`config.mk`:
```
export PLATFORM = sky130hd
export DESIGN_NAME = poly_song_reader
export DESIGN_NICKNAME = d
export VERILOG_FILES = /design/src/rtl/poly_song_reader.sv
export SDC_FILE = /design/constraint.sdc
export NUM_CORES = 1
export LEC_CHECK = 0
export BUFFER_PORTS_ARGS = -buffer_cell sky130_fd_sc_hd__buf_2
export CAP_MARGIN = 30
export CORE_ASPECT_RATIO = 0.8
export CORE_MARGIN = 2
export CORE_UTILIZATION = 54
export CTS_CLUSTER_DIAMETER = 150
export DETAILED_ROUTE_END_ITERATION = 6
export PLACE_DENSITY = 0.8
export SKIP_LAST_GASP = 1
export SLEW_MARGIN = 15
export SYNTH_ARGS = -nofsm -noshare
export SYNTH_HDL_FRONTEND = slang
export SYNTH_SLANG_ARGS = --single-unit
```
`constraint.sdc`:
```
create_clock -name clk -period 3.2 [get_ports clk]
set_clock_uncertainty 0.05 [all_clocks]
set_input_delay 0 -clock clk [delete_from_list [all_inputs] [get_ports clk]]
set_output_delay 0 -clock clk [all_outputs]
set_load 0.03 [all_outputs]
```
`src/rtl/poly_song_reader.sv`:
```
// poly_song_reader
//   Walks a song ROM ({song_q, addr}) and decodes note and rest words. Each note
//   is handed to the lowest-index free note player. Rests are timed against
//   beat_tick. The reader stalls while every voice is busy, and can either loop
//   the song or stop at its end.
//
// Ports
//   clk, reset_n       clock, asynchronous active-low reset
//   play, loop, song   run/pause level, loop enable, song select
//   beat_tick          rest timebase pulse
//   note_done          per-voice "note player finished" pulses
//   rom_addr/rom_data  song ROM port (data valid one cycle after address)
//   new_note           one-hot per-voice load strobe, with note/duration
//   voice_busy         per-voice busy flags
//   song_done          one-cycle end-of-song pulse
//   playing            high in every state except PAUSED and DONE

// Per-voice busy flag. A set in the same cycle as a clear wins, so a freshly
// loaded voice never looks idle.
module poly_song_voice_busy (
    input  logic clk,
    input  logic reset_n,
    input  logic set,
    input  logic clr,
    output logic busy
);
    logic busy_q, busy_d;

    always_comb busy_d = set | (busy_q & ~clr);

    always_ff @(posedge clk or negedge reset_n) begin
        if (!reset_n) busy_q <= 1'b0;
        else          busy_q <= busy_d;
    end

    assign busy = busy_q;
endmodule

module poly_song_reader #(
    parameter  int NUM_VOICES      = 3,
    parameter  int SONG_SEL_WIDTH  = 2,
    parameter  int SONG_ADDR_WIDTH = 7,
    parameter  int NOTE_WIDTH      = 6,
    parameter  int DUR_WIDTH       = 6,
    localparam int WORD_W          = 1 + NOTE_WIDTH + DUR_WIDTH + 3
) (
    input  logic                                    clk,
    input  logic                                    reset_n,
    input  logic                                    play,
    input  logic                                    loop,
    input  logic [SONG_SEL_WIDTH-1:0]               song,
    input  logic                                    beat_tick,
    input  logic [NUM_VOICES-1:0]                   note_done,
    output logic [SONG_SEL_WIDTH+SONG_ADDR_WIDTH-1:0] rom_addr,
    input  logic [WORD_W-1:0]                       rom_data,
    output logic [NUM_VOICES-1:0]                   new_note,
    output logic [NOTE_WIDTH-1:0]                   note,
    output logic [DUR_WIDTH-1:0]                    duration,
    output logic [NUM_VOICES-1:0]                   voice_busy,
    output logic                                    song_done,
    output logic                                    playing
);
    localparam logic [2:0] S_PAUSED  = 3'd0;
    localparam logic [2:0] S_FETCH   = 3'd1;
    localparam logic [2:0] S_DECODE  = 3'd2;
    localparam logic [2:0] S_STALL   = 3'd3;
    localparam logic [2:0] S_ISSUE   = 3'd4;
    localparam logic [2:0] S_WAIT    = 3'd5;
    localparam logic [2:0] S_ADVANCE = 3'd6;
    localparam logic [2:0] S_DONE    = 3'd7;

    localparam int FLD_W = NOTE_WIDTH + DUR_WIDTH;

    logic [2:0]                 state_q, state_d;
    logic [SONG_ADDR_WIDTH-1:0] addr_q, addr_d;
    logic [SONG_SEL_WIDTH-1:0]  song_q, song_d;
    logic [FLD_W-1:0]           fields_q, fields_d;   // {note, duration} of the latched word
    logic [DUR_WIDTH-1:0]       wait_q, wait_d;
    logic                       song_done_q, song_done_d;

    logic                       rd_rest, rd_end, song_end;
    logic                       any_free;
    logic [NUM_VOICES-1:0]      grant;

    assign rd_rest  = rom_data[WORD_W-1];
    assign rd_end   = (rom_data[2:0] == 3'b111);
    assign any_free = ~(&voice_busy);

    // Lowest-index free voice; the low index is scanned last so it wins.
    always_comb begin
        grant = '0;
        for (int i = NUM_VOICES - 1; i >= 0; i--) begin
            if (!voice_busy[i]) begin
                grant    = '0;
                grant[i] = 1'b1;
            end
        end
    end

    always_comb begin
        state_d     = state_q;
        addr_d      = addr_q;
        song_d      = song_q;
        fields_d    = fields_q;
        wait_d      = wait_q;
        song_done_d = 1'b0;
        song_end    = 1'b0;
        case (state_q)
            S_PAUSED: begin
                if (play) begin
                    state_d = S_FETCH;
                end else if (song != song_q) begin
                    song_d = song;
                    addr_d = '0;
                end
            end
            S_FETCH: state_d = play ? S_DECODE : S_PAUSED;
            S_DECODE: begin
                fields_d = rom_data[WORD_W-2:3];
                if (!play) begin
                    state_d = S_PAUSED;
                end else if (rd_end) begin
                    song_end = 1'b1;
                end else if (rd_rest) begin
                    state_d = S_WAIT;
                    wait_d  = rom_data[DUR_WIDTH+2:3];
                end else begin
                    state_d = any_free ? S_ISSUE : S_STALL;
                end
            end
            // A stalled note must go out even if play drops meanwhile.
            S_STALL: if (any_free) state_d = S_ISSUE;
            S_ISSUE: state_d = S_ADVANCE;
            S_WAIT: begin
                if (!play) begin
                    state_d = S_PAUSED;
                end else if (wait_q == '0) begin
                    state_d = S_ADVANCE;
                end else if (beat_tick) begin
                    wait_d = wait_q - DUR_WIDTH'(1);
                end
            end
            S_ADVANCE: begin
                addr_d = addr_q + SONG_ADDR_WIDTH'(1);
                if (&addr_q) song_end = 1'b1;
                else         state_d  = play ? S_FETCH : S_PAUSED;
            end
            S_DONE: if (!play) state_d = S_PAUSED;
            default: state_d = S_PAUSED;
        endcase

        if (song_end) begin
            song_done_d = 1'b1;
            addr_d      = '0;
            state_d     = (loop && play) ? S_FETCH : S_DONE;
        end
    end

    always_ff @(posedge clk or negedge reset_n) begin
        if (!reset_n) begin
            state_q     <= S_PAUSED;
            addr_q      <= '0;
            song_q      <= '0;
            fields_q    <= '0;
            wait_q      <= '0;
            song_done_q <= 1'b0;
        end else begin
            state_q     <= state_d;
            addr_q      <= addr_d;
            song_q      <= song_d;
            fields_q    <= fields_d;
            wait_q      <= wait_d;
            song_done_q <= song_done_d;
        end
    end

    // Outputs decode from registered state only, so reset clears them at once.
    assign new_note  = (state_q == S_ISSUE) ? grant : '0;
    assign note      = (state_q == S_ISSUE) ? fields_q[FLD_W-1:DUR_WIDTH] : '0;
    assign duration  = (state_q == S_ISSUE) ? fields_q[DUR_WIDTH-1:0] : '0;
    assign rom_addr  = {song_q, addr_q};
    assign song_done = song_done_q;
    assign playing   = (state_q != S_PAUSED) && (state_q != S_DONE);

    for (genvar g = 0; g < NUM_VOICES; g++) begin : g_voice
        poly_song_voice_busy u_busy (
            .clk     (clk),
            .reset_n (reset_n),
            .set     (new_note[g]),
            .clr     (note_done[g]),
            .busy    (voice_busy[g])
        );
    end
endmodule

```
==> metrics, run 1 <==
Slew Limit Headroom 0.508; Hold Path Stages 3; core area between 3000 and 4000 µm²; n_diodes 0; Synth Area in XOR/XNOR 0.0132; multiplexer area fraction after synthesis 0.0902; slowest library cell on the worst path dfrtp_1; highest clock rate slightly above 400 MHz; setup slack, reg-to-reg 1.10 ns; CP cell instances nor3b_2 > nand2_1 > nor3b_1 > buf_2; FF+latch count, synth 34; Layout area overhead 25.9%; Max-Cap Viols 0; vias in the first global route ~1600; Post-Synth Adder-Cell Area 0.0189; PwrDens around 740 nW/µm²; Detailed Place HPWL ~3000 µm; WP data required 3.15 ns; Worst Setup End Kind primary output; DR iter-0 viols between 150 and 200; Crit path max-delay family simple AND/OR/NAND/NOR gates; Clock Tree Root clkbuf_8; layout cells sized above 1 0.346; GRT Total Usage 0.232; Pins Over Slew Limit 0; fin crit period 2.47 ns; largest stage delay on the critical path 0.72 ns; CTS H-tree depth 2; Setup Viol. Count Final 0; Flop pwr share 0.413; DR DRC count 0; post-synthesis simple-gate area fraction 0.218; CTS tree done; Die Y-Extent approximately 58 µm; critical path arrival approximately 2.4 ns; Peak supply drop ~440 µV; Mapped Cells 199; Post-DRT Antenna Nets 0; Ys Warns 0; CP Depth 4; Post-synth EDFFs 0; top cells by area, synth dfrtp_1 (43%), mux2_2 (7.9%), a21oi_1 (3.8%), and2_1 (3.8%), nand3_1 (3.0%); unrepaired setup endpoints after global routing no; combinational power share 0.408; final wirelength roughly 4400 µm; largest net degree at the start of global routing 35; Yosys top cell by area dfrtp_1; capture point of the worst reg-to-reg path g_voice[2].u_busy.busy$_DFF_PN0_; reg2reg start state_q[2]$_DFFE_PN0P_; via count ~1700; Setup CP Type reg2out; CP startpoint kind flop; Hold Path Sink state_q[2]$_DFFE_PN0P_; Yosys top cell area share 0.429; crit share post-route 0.770; status finished, final reports clean; Worst Path Max Fanout 20; Nets roughly 290; die area around 4200 µm²; most frequent cells in the layout buf_2 (54), dfrtp_1 (34), dlygate4sd3_1 (18); GRT overflow 0; post-synth cell types 52; Final Cell Area 2500 µm²; later-pin clock latency in the skew report between 0.2 and 0.3 ns; Pleak about 0.0012 µW; initial antenna violation count 0; Switch Pwr between 700 and 800 µW; Area after DPL 2220 µm²; Async SR Flop Fraction 1.00; sw frac 0.408; clock sink count 34; most common cell after layout, fill and taps aside buf_2; fin util 0.720; total power about 1900 µW; worst path buffer plus inverter count 1; Hold WS about 0.012 ns; Top-Level Pins 55; Initial DRT Pass Iterations 4; Netlist Area Pre-Place 1980 µm²; worst-case clock buffer depth 2; Worst-Margin Slew roughly 0.74 ns; path category of the worst min-delay check in2reg; Seq/Total Area, Yosys 0.429; postcts setup bufs 0; starting density of the core 0.572; row count 19; hold path start loop; post-synthesis net count around 230; main combinational cell family by area after synthesis simple AND/OR/NAND/NOR gates; Routed WL per cell about 14 µm; internal power between 1000 and 1500 µW; TritonCTS Buffers 5; Top FF cell, synth dfrtp_1; compound-cell area share of the yosys netlist 0.172; Port Buffers between 50 and 60; Resize count post-CTS 0; reg2reg path depth 4; Final Hold Vio Count 0; via/cell ratio roughly 5.5; synthesized area per cell around 10 µm²; TNS Setup 0 ns; Clock Pin Slew Worst Setup and Hold Paths approximately 0.06 ns; clock power share 0.179; first-pass GRT wire length roughly 7400 µm; Die W slightly above 70 µm; GPL Wtd Cong about 0.85
-- power groups by stage --
stage	registers, µW	logic (µW)	clock network [µW]
after detailed placement	763	733	0
after global routing	792	825	364
after global placement	758	717	0
after CTS	757	752	339
final	765	756	331
after floorplan	743	592	0
-- tightest hold or removal path, delay by kind of cell --
kind | cells | cell delay (ns)
buf+inv | 1 | 0.08
compound gates | 2 | 0.23
-- worst max path at each step --
stage,to,slack (ns),start
global route,new_note[2],0.43,state_q[2]$_DFFE_PN0P_
floorplan,addr_q[3]$_DFFE_PN0P_,1.43,addr_q[0]$_DFFE_PN0P_
finish,new_note[2],0.73,state_q[2]$_DFFE_PN0P_
global placement,new_note[2],1.15,state_q[2]$_DFFE_PN0P_
CTS,new_note[2],0.76,state_q[2]$_DFFE_PN0P_
detailed placement,new_note[2],1.09,state_q[2]$_DFFE_PN0P_
-- what timing repair did --
item	CTS	global route
endpoints found under the setup margin	0	0
hold endpoints to repair	51	0
hold buffers	18	0
-- logic make-up after synthesis --
logic type / count (synthesis)
AOI/OAI and AO/OA: 50
xor gates and xnor gates: 3
adders and majority gates: 3
buffers and inverters: 21
DFF: 34
muxes: 16
and+or+nand+nor: 72
-- metal layers --
layer,GRT usage,wire (µm)
met2,0.364,2010
met5,0,0
met4,0.105,151
met3,0.0661,159
met1,0.303,2130
-- Yosys cell counts (all sizes together) (2+ instances only) --
cell type,number
a21o,4
a21oi,15
a31o,2
a31oi,4
a41oi,3
and2,12
and3,2
buf,12
clkbuf,2
dfrtp,34
ha,3
inv,7
mux2,15
nand2,11
nand2b,4
nand3,13
nand4,4
nor2,10
nor2b,4
nor3,4
nor3b,3
o21ai,11
xor2,3
-- metrics by stage --
step,setup slack (ns),cells
2_1_floorplan,1.43,199
3_3_place_gp,1.15,282
3_5_place_dp,1.09,282
4_1_cts,0.763,308
5_1_grt,0.431,308
6_report,0.735,308
-- cell type report --
class | count | area [µm²]
clock inverters | 2 | 12.5
clock buffers | 6 | 82.6
fillers | 253 | 972
flip-flops and latches | 34 | 851
well taps | 42 | 52.6
repair buffers | 73 | 458
inverters | 7 | 26.3
multi-input cells | 144 | 1020
-- state kept, by name, indices dropped and copies added (netlist names) --
name and flops:
song_q 2, fields_q 12, addr_q 7, song_done 1, state_q 3, wait_q 6, g_voice.u_busy.busy 3
(Power assumes the default switching activity.)
==> inputs of run 2 (changes only) <==
Settings changed: CORE_UTILIZATION 54 to 47, PLACE_DENSITY 0.8 to 0.74.
Clock period 3.2 ns to 2.01 ns, I/O delays scaled along.
==> metrics, run 2 (synthesis results as in run 1) <==
Setup CP Type reg2reg (was reg2out); postcts setup bufs 0 (unchanged); DR DRC count 0 (unchanged); CTS H-tree depth 2 (unchanged); clock sink count 34 (unchanged); clock power share 0.179 (about the same); Setup Viol. Count Final 0 (unchanged); Hold Path Sink state_q[2]$_DFFE_PN0P_ (unchanged); reg2reg start state_q[0]$_DFFE_PN0P_ (was state_q[2]$_DFFE_PN0P_); Worst-Margin Slew 0.735 ns (was 0.738 ns); fin crit period around 1.8 ns; core area 4130 µm² (was 3470 µm²); GRT Total Usage 0.197 (was 0.232); Final Hold Vio Count 0 (unchanged); Die Y-Extent 62.1 µm (was 58.2 µm); path category of the worst min-delay check in2reg (unchanged); reg2reg path depth 4 (unchanged); vias in the first global route 1557 (was 1631); GRT overflow 0 (unchanged); Pleak 0.00123 µW (was 0.00121 µW); Layout area overhead 29.0% (was 25.9%); critical path arrival 1.96 ns (was 2.42 ns); worst-case clock buffer depth 2 (unchanged); Flop pwr share 0.406 (was 0.413); Post-DRT Antenna Nets 0 (unchanged); starting density of the core 0.481 (was 0.572); Switch Pwr 1200 µW (was 756 µW); Max-Cap Viols 0 (unchanged); later-pin clock latency in the skew report 0.29 ns (about the same); combinational power share 0.415 (was 0.408); CP Depth 4 (unchanged); crit share post-route 0.898; CTS tree done (unchanged); status finished, final reports clean (unchanged); capture point of the worst reg-to-reg path wait_q[3]$_DFFE_PN0P_ (was g_voice[2].u_busy.busy$_DFF_PN0_); largest net degree at the start of global routing 35 (unchanged); slowest library cell on the worst path dfrtp_1 (unchanged); CP cell instances nand3b_1 > o21ai_1 > a21oi_1 > a21oi_1 (was nor3b_2 > nand2_1 > nor3b_1 > buf_2); first-pass GRT wire length 7460 µm (was 7380 µm); Initial DRT Pass Iterations 4 (unchanged); layout cells sized above 1 0.359 (was 0.346); worst path buffer plus inverter count 0 (was 1); via count 1715 (was 1698); Clock Tree Root clkbuf_8 (unchanged); cell mode on critical path a21oi_1; PwrDens 1160 nW/µm² (was 741 nW/µm²); Clock Pin Slew Worst Setup and Hold Paths 0.07 ns (was 0.06 ns); die area 4760 µm² (was 4180 µm²); n_diodes 0 (unchanged); max FFs per register 12 (unchanged); CP startpoint kind flop (unchanged); TritonCTS Buffers 5 (unchanged); setup slack, reg-to-reg 0.20 ns (was 1.10 ns); initial antenna violation count 0 (unchanged); Port Buffers 54 (unchanged); highest clock rate ~550 MHz; DR iter-0 viols 147 (was 176); Worst Path Max Fanout 14 (was 20); Hold Path Stages 3 (unchanged); Post-Place Setup Slack 0.157 ns (was 1.09 ns); largest registers fields_q: 12 flops, addr_q: 7 flops, wait_q: 6 flops (unchanged); final wirelength 4470 µm (was 4450 µm); Slew Limit Headroom 0.510 (was 0.508); WP data required 2.16 ns (was 3.15 ns); internal power 1770 µW (was 1100 µW); row count 21 (was 19); Routed WL per cell 13.7 µm (was 14.4 µm); Worst Setup End Kind flop (was primary output); sw frac 0.405 (was 0.408); unrepaired setup endpoints after global routing no (unchanged); via/cell ratio 5.24 (was 5.51); GPL Wtd Cong 0.819 (was 0.849); Detailed Place HPWL 3080 µm (was 2950 µm); Nets 298 (was 294); Peak supply drop 575 µV (was 438 µV); Biggest register fields_q (unchanged); post-route worst setup slack 0.205 ns (was 0.735 ns); hold path start loop (unchanged); largest stage delay on the critical path 0.63 ns (was 0.72 ns); Crit path max-delay family compound AO/OA/AOI/OAI gates (was simple AND/OR/NAND/NOR gates); most common cell after layout, fill and taps aside buf_2 (unchanged); TNS Setup 0 ns (unchanged); Pins Over Slew Limit 0 (unchanged); Die W 76.6 µm (was 71.8 µm); filler instances 360 (was 253); Top-Level Pins 55 (unchanged); most frequent cells in the layout buf_2 (54), dfrtp_1 (33), dlygate4sd3_1 (18) (was buf_2 (54), dfrtp_1 (34), dlygate4sd3_1 (18))
run 2: cell types whose count changed in the layout (fill, tap and decap cells not counted):
cell / delta
a41oi_2: -1
a41oi_4: +1
buf_4: +4
dfrtp_1: -1
dfrtp_2: +1
run 2: repair_timing:
item / 4_1_cts / 5_1_grt
endpoints found under the setup margin: 0 / 3
hold buffers: 18 / 0
gates resized for setup: 0 / 2
endpoints found under the hold margin: 51 / 0
run 2: per-layer routing:
layer	global-route usage	vias up	wire length [µm]
met4	0.0432	0	41
li1	-	853	-
met2	0.316	39	2120
met1	0.271	815	2120
met3	0.0494	8	194
met5	0	-	0
run 2: worst max path at each step:
stage	startpoint	end	slack (ns)
6_report	state_q[0]$_DFFE_PN0P_	wait_q[3]$_DFFE_PN0P_	0.20
5_1_grt	state_q[1]$_DFFE_PN0P_	addr_q[3]$_DFFE_PN0P_	0.04
4_1_cts	state_q[2]$_DFFE_PN0P_	new_note[2]	0.14
3_5_place_dp	state_q[1]$_DFFE_PN0P_	addr_q[3]$_DFFE_PN0P_	0.16
3_3_place_gp	state_q[1]$_DFFE_PN0P_	addr_q[3]$_DFFE_PN0P_	0.27
2_1_floorplan	addr_q[0]$_DFFE_PN0P_	addr_q[3]$_DFFE_PN0P_	0.24
run 2: area by class of cell:
class,instances,area [µm²],share of cell area
repair buffers,77,488,0.191
well taps,57,71.3,0.0279
inverters,7,26.3,0.0103
multi-input cells,144,1030,0.401
clock buffers,6,82.6,0.0323
flip-flops and latches,34,852,0.333
clock inverters,2,12.5,0.00489
run 2: per-stage QoR:
stage | util | total power [µW] | hold slack (ns) | cell area, µm² | cells
after floorplan | - | 2130 | -0.346 | 1980 | 199
after global placement | 0.551 | 2380 | 0.0595 | 2270 | 301
after detailed placement | 0.551 | 2420 | 0.0566 | 2270 | 301
after CTS | 0.618 | 2970 | 0.0194 | 2550 | 327
after global routing | 0.621 | 3170 | 0.0348 | 2560 | 327
final | 0.621 | 2970 | 0.0177 | 2560 | 327
run 2: worst min-delay path: cells and delay by family:
| family | cells | cell delay (ns) |
|---|---|---|
| buf+inv | 1 | 0.08 |
| compound gates | 2 | 0.23 |
run 2: power by group through the flow:
stage          clock network (µW)  registers [µW]  logic [µW]
4_1_cts                       537            1200        1240
3_5_place_dp                    0            1210        1210
5_1_grt                       577            1250        1350
6_report                      530            1210        1230
2_1_floorplan                   0            1180         943
3_3_place_gp                    0            1200        1180
==> inputs of run 3 (changes only) <==
Settings changed: BUFFER_PORTS_ARGS -buffer_cell sky130_fd_sc_hd__buf_2 to -buffer_cell sky130_fd_sc_hd__buf_4.
==> metrics, run 3 (synthesis results as in run 1) <==
GRT overflow 0 (unchanged); Port Buffers 54 (unchanged); Post-Place Setup Slack 0.219 ns (was 0.157 ns); initial antenna violation count 0 (unchanged); Peak supply drop 684 µV (was 575 µV); Switch Pwr 1200 µW (about the same); Setup CP Type reg2reg (unchanged); unrepaired setup endpoints after global routing no (unchanged); combinational power share 0.433 (was 0.415); TNS Setup 0 ns (unchanged); crit share post-route 0.911 (was 0.898); placed insts 302 (was 301); PwrDens 1130 nW/µm² (was 1160 nW/µm²); CTS tree done (unchanged); most common cell after layout, fill and taps aside buf_4 (was buf_2); largest registers fields_q: 12 flops, addr_q: 7 flops, wait_q: 6 flops (unchanged); Post-DRT Antenna Nets 0 (unchanged); Top-Level Pins 55 (unchanged); Worst-Margin Slew 0.436 ns (was 0.735 ns); WP data required 2.17 ns (was 2.16 ns); Die Y-Extent 62.1 µm (unchanged); Pins Over Slew Limit 0 (unchanged); Setup Viol. Count Final 0 (unchanged); Routed WL per cell 13.5 µm (was 13.7 µm); Detailed Place HPWL 3170 µm (was 3080 µm); Resize count post-CTS 0 (unchanged); clock sink count 34 (unchanged); largest stage delay on the critical path 0.56 ns (was 0.63 ns); vias in the first global route 1600 (was 1557); Biggest register fields_q (unchanged); final wirelength 4440 µm (was 4470 µm); Initial DRT Pass Iterations 4 (unchanged); Nets 299 (was 298); total power 3030 µW (was 2970 µW); Layout area overhead 35.6% (was 29.0%); layout cells sized above 1 0.358 (was 0.359); Flop pwr share 0.393 (was 0.406); critical path arrival 1.99 ns (was 1.96 ns); sw frac 0.394 (was 0.405); Hold WS 0.0238 ns (was 0.0177 ns); highest clock rate 546 MHz (was 554 MHz); fin crit period 1.83 ns (was 1.81 ns); most frequent cells in the layout buf_4 (60), dfrtp_1 (34), dlygate4sd3_1 (18) (was buf_2 (54), dfrtp_1 (33), dlygate4sd3_1 (18)); Final Hold Vio Count 0 (unchanged); starting density of the core 0.481 (unchanged); TritonCTS Buffers 5 (unchanged); Die W 76.6 µm (unchanged); internal power 1840 µW (was 1770 µW); DR DRC count 0 (unchanged); Worst Path Max Fanout 11 (was 14); CP cell instances nor2b_2 > nand2_1 > a41oi_2 > a41oi_1 > a31oi_1 (was nand3b_1 > o21ai_1 > a21oi_1 > a21oi_1); GRT Total Usage 0.200 (was 0.197); Pleak 0.00126 µW (was 0.00123 µW); slowest library cell on the worst path dfrtp_1 (unchanged); status finished, final reports clean (unchanged); Worst Setup End Kind flop (unchanged); fin cells 328 (was 327); largest net degree at the start of global routing 35 (unchanged); via/cell ratio 5.24 (about the same); filler instances 332 (was 360); Crit path max-delay family compound AO/OA/AOI/OAI gates (unchanged); GPL Wtd Cong 0.833 (was 0.819); later-pin clock latency in the skew report 0.28 ns (was 0.29 ns); DR iter-0 viols 153 (was 147); CTS H-tree depth 2 (unchanged); via count 1720 (was 1715); n_diodes 0 (unchanged); worst-case clock buffer depth 2 (unchanged); Max-Cap Viols 0 (unchanged); clock power share 0.173 (was 0.179); die area 4760 µm² (unchanged); max FFs per register 12 (unchanged); core area 4130 µm² (unchanged); first-pass GRT wire length 7690 µm (was 7460 µm); row count 21 (unchanged); path category of the worst min-delay check in2reg (unchanged); worst path buffer plus inverter count 0 (unchanged); Slew Limit Headroom 0.710 (was 0.510); Clock Pin Slew Worst Setup and Hold Paths 0.07 ns (about the same); CP startpoint kind flop (unchanged); post-route worst setup slack 0.180 ns (was 0.205 ns); Clock Tree Root clkbuf_8 (unchanged)
-- run 3: metrics by stage --
step | area, µm² | utilization
finish | 2690 | 0.652
global route | 2690 | 0.652
CTS | 2690 | 0.652
detailed placement | 2410 | 0.585
global placement | 2410 | 0.585
floorplan | 1980 | -
-- run 3: power groups by stage --
stage	clock network [µW]	logic [µW]	registers, µW
floorplan	0	943	1180
global placement	0	1270	1190
detailed placement	0	1290	1210
CTS	539	1320	1190
global route	572	1440	1240
finish	525	1310	1190
-- run 3: path summary, 6_finish.rpt --
check / start / end / slack [ns] / depth (start not counted)
setup / recovery: state_q[1]$_DFFE_PN0P_ / addr_q[3]$_DFFE_PN0P_ / 0.18 / 5
hold / removal: loop / state_q[2]$_DFFE_PN0P_ / 0.02 / 3
setup reg to reg: state_q[1]$_DFFE_PN0P_ / addr_q[3]$_DFFE_PN0P_ / 0.18 / 5
hold reg to reg: fields_q[9]$_DFFE_PN0N_ / fields_q[9]$_DFFE_PN0N_ / 0.45 / 1
max in group asynchronous: reset_n / g_voice[2].u_busy.busy$_DFF_PN0_ / 1.46 / 2
min in group asynchronous: reset_n / song_done$_DFF_PN0_ / 0.15 / 2
-- run 3: repair_timing --
action,4_1_cts,5_1_grt
endpoints found under the hold margin,51,0
setup buffers,0,0
hold buffers,18,0
setup endpoints to repair,0,0
-- run 3: tightest hold or removal path, cell delays in order --
cell,delay [ns]
buf_4,0.08
a21o_1,0.15
o211ai_2,0.09
-- run 3: final cells by class --
| type | instances | area, µm² | share of cell area |
|---|---|---|---|
| Clock buffer | 6 | 82.6 | 0.0307 |
| Sequential cell | 34 | 851 | 0.316 |
| Tap cell | 57 | 71.3 | 0.0265 |
| Clock inverter | 2 | 12.5 | 0.00465 |
| Timing Repair Buffer | 78 | 631 | 0.234 |
| Multi-Input combinational cell | 144 | 1020 | 0.378 |
| Inverter | 7 | 26.3 | 0.00977 |
-- run 3: metal layers --
layer | up-vias | wire length (µm) | GRT usage | part of all wire
li1 | 858 | - | - | -
met1 | 795 | 2110 | 0.284 | 0.47
met2 | 62 | 2090 | 0.316 | 0.47
met3 | 5 | 205 | 0.0436 | 0.046
met4 | 0 | 37 | 0.0477 | 0.0083
met5 | - | 0 | 0 | 0
